$ cat config.mk
export PLATFORM = sky130hd
export DESIGN_NAME = fpmul_scheduler
export DESIGN_NICKNAME = d
export VERILOG_FILES = /design/src/rtl/fpmul_scheduler.sv
export SDC_FILE = /design/constraint.sdc
export NUM_CORES = 1
export LEC_CHECK = 0
export ABC_AREA = 0
export BUFFER_PORTS_ARGS = -buffer_cell sky130_fd_sc_hd__buf_2
export CORE_AREA = 4 4 159 161
export CTS_CLUSTER_DIAMETER = 60
export DETAILED_ROUTE_END_ITERATION = 10
export DIE_AREA = 0 0 163 165
export HOLD_SLACK_MARGIN = 0.12
export RECOVER_POWER = 100
export SLEW_MARGIN = 40
export SYNTH_ARGS = -nofsm -noshare
export SYNTH_HDL_FRONTEND = slang
export SYNTH_SLANG_ARGS = --single-unit
$ cat constraint.sdc
create_clock -name CLK -period 5.62 [get_ports CLK]
set_clock_uncertainty 0.1 [all_clocks]
set_input_delay 0.562 -clock CLK [delete_from_list [all_inputs] [get_ports CLK]]
set_output_delay 0.562 -clock CLK [all_outputs]
set_load 0.01 [all_outputs]
$ cat src/rtl/fpmul_scheduler.sv
// rtl/fpmul_scheduler.sv - round-robin scheduler sharing one pipelined FP multiplier among N requesters
module fpmul_scheduler #(
  parameter int N     = 4,
  parameter int LAT   = 4,
  parameter int CNT_W = 16
) (
  input  logic              CLK,
  input  logic              RST,
  input  logic              ENABLE,
  input  logic              FLUSH,
  input  logic [N-1:0]      REQ_VALID,
  output logic [N-1:0]      REQ_READY,
  input  logic [32*N-1:0]   REQ_A,
  input  logic [32*N-1:0]   REQ_B,
  output logic [31:0]       MUL_A,
  output logic [31:0]       MUL_B,
  input  logic [31:0]       MUL_Z,
  output logic [N-1:0]      RES_VALID,
  output logic [31:0]       RES_DATA,
  output logic              BUSY,
  output logic [CNT_W-1:0]  OPS_CNT
);

  localparam int IDX_W = (N > 1) ? $clog2(N) : 1;

  // Round-robin pointer and the operand registers feeding the multiplier
  logic [IDX_W-1:0] ptr_q, ptr_d;
  logic [31:0]      mul_a_q, mul_a_d;
  logic [31:0]      mul_b_q, mul_b_d;

  // Tag pipeline: stage 0 is loaded on the transfer edge, stage LAT-1 holds
  // the tag one cycle before its product appears on MUL_Z. The result strobe
  // register below is the final slot, aligned with MUL_Z.
  logic [LAT-1:0]   tag_vld_q;
  logic [IDX_W-1:0] tag_id_q [LAT];

  logic [N-1:0]     res_valid_q, res_valid_d;
  logic [CNT_W-1:0] cnt_q, cnt_d;

  logic             gnt_any;
  logic [IDX_W-1:0] gnt_idx;
  logic [N-1:0]     gnt_oh;
  logic [IDX_W-1:0] cand_idx;
  logic             last_fire;

  // Search for the first valid requester from the pointer upward with wrap
  always_comb begin
    gnt_any  = 1'b0;
    gnt_idx  = '0;
    gnt_oh   = '0;
    cand_idx = '0;
    for (int off = 0; off < N; off++) begin
      cand_idx = IDX_W'((int'(ptr_q) + off) % N);
      if (!gnt_any && REQ_VALID[cand_idx]) begin
        gnt_any = 1'b1;
        gnt_idx = cand_idx;
      end
    end
    if (!ENABLE || FLUSH) begin
      gnt_any = 1'b0;
    end
    if (gnt_any) begin
      gnt_oh[gnt_idx] = 1'b1;
    end
  end

  assign REQ_READY = gnt_oh;

  // Next-state for operands, pointer, result strobe and completed-op counter
  always_comb begin
    mul_a_d     = mul_a_q;
    mul_b_d     = mul_b_q;
    ptr_d       = ptr_q;
    res_valid_d = '0;
    last_fire   = tag_vld_q[LAT-1] && !FLUSH;
    if (gnt_any) begin
      for (int i = 0; i < N; i++) begin
        if (gnt_oh[i]) begin
          mul_a_d = REQ_A[32*i +: 32];
          mul_b_d = REQ_B[32*i +: 32];
        end
      end
      ptr_d = (gnt_idx == IDX_W'(N - 1)) ? '0 : gnt_idx + IDX_W'(1);
    end
    if (FLUSH) begin
      ptr_d = '0;
    end
    if (last_fire) begin
      res_valid_d[tag_id_q[LAT-1]] = 1'b1;
    end
    cnt_d = cnt_q + CNT_W'(last_fire);
  end

  // Register operands, pointer, result strobe and counter
  always_ff @(posedge CLK or posedge RST) begin
    if (RST) begin
      ptr_q       <= '0;
      mul_a_q     <= '0;
      mul_b_q     <= '0;
      res_valid_q <= '0;
      cnt_q       <= '0;
    end else begin
      ptr_q       <= ptr_d;
      mul_a_q     <= mul_a_d;
      mul_b_q     <= mul_b_d;
      res_valid_q <= res_valid_d;
      cnt_q       <= cnt_d;
    end
  end

  // Shift the tag pipeline every cycle; FLUSH invalidates every stage
  always_ff @(posedge CLK or posedge RST) begin
    if (RST) begin
      tag_vld_q <= '0;
      for (int i = 0; i < LAT; i++) begin
        tag_id_q[i] <= '0;
      end
    end else begin
      tag_id_q[0] <= gnt_idx;
      for (int i = 1; i < LAT; i++) begin
        tag_id_q[i] <= tag_id_q[i-1];
      end
      if (FLUSH) begin
        tag_vld_q <= '0;
      end else begin
        tag_vld_q[0] <= gnt_any;
        for (int i = 1; i < LAT; i++) begin
          tag_vld_q[i] <= tag_vld_q[i-1];
        end
      end
    end
  end

  assign MUL_A     = mul_a_q;
  assign MUL_B     = mul_b_q;
  assign RES_VALID = res_valid_q;
  assign RES_DATA  = MUL_Z;
  assign BUSY      = |tag_vld_q;
  assign OPS_CNT   = cnt_q;

endmodule

==> flow_summary.yaml <==
critical_path:
  arrival_ns: 4.49
  timing.rr.start: "ptr_q[1]"
  cp.required_ns: 5.75
  r2r_end: "MUL_B[13]"
  ff2ff_path_depth: 9
  setup.worst_path.end_class: "flip-flop"
  startpoint: "ptr_q[1]"
  cp-start-kind: "flip-flop"
  reg2reg_slack_ns: 1.26
  cp_max_fo: 64
  critical_path_class: "flip-flop to flip-flop"
sta:
  worstMarginPinSlew_ns: 1.98
  timing.final.ws_setup_ns: 1.26
  hold_violations: 0
  min_period_over_period: 0.776
  finalSetupTns_ns: 0
  slew_viol_final: 123
  max_freq_mhz: 229
  hold_slack_ns: 0.250
  fin_crit_ns: 4.36
  relSlewSlack: -0.324
  rsz0062_at_grt: "false"
  setup_viol: 0
drt:
  num_vias: 6332
  final_antenna_net_count: 0
  drtPass1Iterations: 5
  post_drt_wl_per_cell_um: 17.2
  viasPerCell: 4.78
  drc_errors: 0
  first_iter_violations: 336
  wl_um: 22800
synth:
  yosysTopAreaCell: "dfrtp_1"
  synth_seq_cells: 98
  synth_nets: 1018
  synth_top_area_frac: 0.392
  synth_cell_type_count: 39
  yosysSeqAreaShare: 0.392
  synth_edf_count: 0
  async_reset_ff_frac: 1.00
  avgSynthCellArea_um2: 8.73
  syn_area_mm2: 0.00625
  synth_common_cells: "nand2_1, dfrtp_1, o21ai_0"
  yosys_warnings: 0
  syn_inst: 716
  synth_area_leaders: "dfrtp_1, a32o_2, nand2_1"
  synth_ff_type: "dfrtp_1"
  post-synth-top-count-cell: "nand2_1"
final_layout:
  layout.nets: 1297
  instances_no_fill: 1324
  syn_to_final_growth_pct: 28.5
  fill_cells: 2601
  drive_gt1_frac: 0.358
  antenna_cells: 0
die:
  top_level_ports: 417
  core_area_mm2: 0.0240
  die_w_um: 163
  die_area_mm2: 0.0269
  rows: 57
  die_y_um: 165
  start_util: 0.261
run:
  cap_violations: 3
placement:
  place_congestion: 0.807
  place_ws_ns: 1.77
  detailed_place_hpwl_um: 17300
  portBuffers: 352
  place_inst: 1307
clock_network:
  cts_num_sinks: 98
  insertion_delay_ns: 0.35
  cts.reportedPaths.clkPinSlew_ns: 0.08
  hold_buffers: 0
  root_buffer: "clkbuf_16"
  numCtsBuffers: 9
  cts_tree: "built"
  htree_levels: 3
  cts_setup_buffers: 0
  cts.repair.resized: 0
  clock_path_buffers: 2
grt:
  overflow: 0
  grt_max_degree: 78
  antenna_found_initial: 2
  grt_use_total: 0.162
  grt_pass1_wl_um: 34200
  grt_pass1_vias: 6257
pwr:
  peakVddDrop_mv: 0.156
  powerDensity_mw_per_mm2: 314
  p_leak_uw: 0.00378
status:
  violations: "capacitance limit, slew limit"
  status: "complete, but fails checks"
hold_path:
  min_to: "tag_id_q[3]"
  hold_depth: 0
  hp-class: "flip-flop to flip-flop"
  hp-start: "tag_id_q[5]"
logic make-up (layout without fill, tap and decap cells):
group                      Yosys count  after routing  share of synthesized area
adders and majority gates            6              6                     0.0120
AOI/OAI and AO/OA                  263            263                      0.282
and+or+nand+nor                    232            232                      0.185
muxes                                1              1                    0.00180
xor gates and xnor gates            14             14                     0.0196
DFF                                 98             98                      0.392
buffers and inverters              102            386                      0.108
layout by cell type, fill, tap and decap left out, drive strengths merged:
master,instances
a211oi,1
a21o,1
a21oi,65
a221o,3
a32o,64
and2,5
and3,1
and3b,1
and4,1
buf,274
clkbuf,99
clkinv,2
clkinvlp,1
dfrtp,98
ha,6
inv,10
mux2,1
nand2,132
nand3,4
nand4,3
nor2,6
nor2b,69
nor3,4
nor3b,2
nor4,2
o21a,1
o21ai,126
o22a,1
o31ai,1
or2,1
or4,1
xnor2,8
xor2,6
worst max-delay path by stage:
stage / slack (ns) / to / cells after the start
2_1_floorplan: 2.40 / MUL_A[0] / 1
3_3_place_gp: 1.80 / MUL_B[14] / 9
3_5_place_dp: 1.77 / MUL_B[19] / 9
4_1_cts: 1.75 / REQ_READY[3] / 7
5_1_grt: 0.97 / MUL_B[15] / 9
6_report: 1.26 / MUL_B[13] / 9
area by class of cell:
type / instances / area (µm²) / share of cell area
multi-input combinational: 516 / 3090 / 0.385
sequential: 98 / 2450 / 0.306
timing repair buffer: 363 / 1740 / 0.217
tap: 324 / 405 / 0.0505
clock buffer: 10 / 239 / 0.0298
clock inverter: 6 / 67.6 / 0.00842
inverter: 7 / 27.5 / 0.00343
state kept, by name (all words and copies together), names as in the netlist:
signal and count:
MUL_A 32, tag_vld_q 4, RES_VALID 4, ptr_q 2, MUL_B 32, tag_id_q 8, OPS_CNT 16
metrics by stage:
| step | area (µm²) | power (µW) | util |
|---|---|---|---|
| 2_1_floorplan | 6250 | 1570 | - |
| 3_3_place_gp | 7880 | 1930 | 0.329 |
| 3_5_place_dp | 7880 | 1940 | 0.329 |
| 4_1_cts | 8180 | 2610 | 0.341 |
| 5_1_grt | 8030 | 2710 | 0.335 |
| 6_report | 8030 | 2520 | 0.335 |
critical path: stages (launching register included):
cell      delay (ns)
dfrtp_1         0.44
mux2_2          0.35
a221o_1         0.36
inv_1           0.19
ha_4            0.49
or2_4           0.45
buf_12          0.26
o31ai_1         0.10
clkbuf_2        0.89
a32o_2          0.56
metal layers:
layer  up-vias  share of wire  global-route usage
li1       3059              -                   -
met1      2934           0.38               0.188
met2       282           0.50               0.282
met3        55          0.081              0.0409
met4         2          0.036              0.0713
met5         -        0.00031                   0
where the power goes:
group,total [µW],internal [µW],switching [µW]
Combinational,898,399,499
Clock,640,329,312
Sequential,984,874,111
Power figures use the tool's default switching activity.
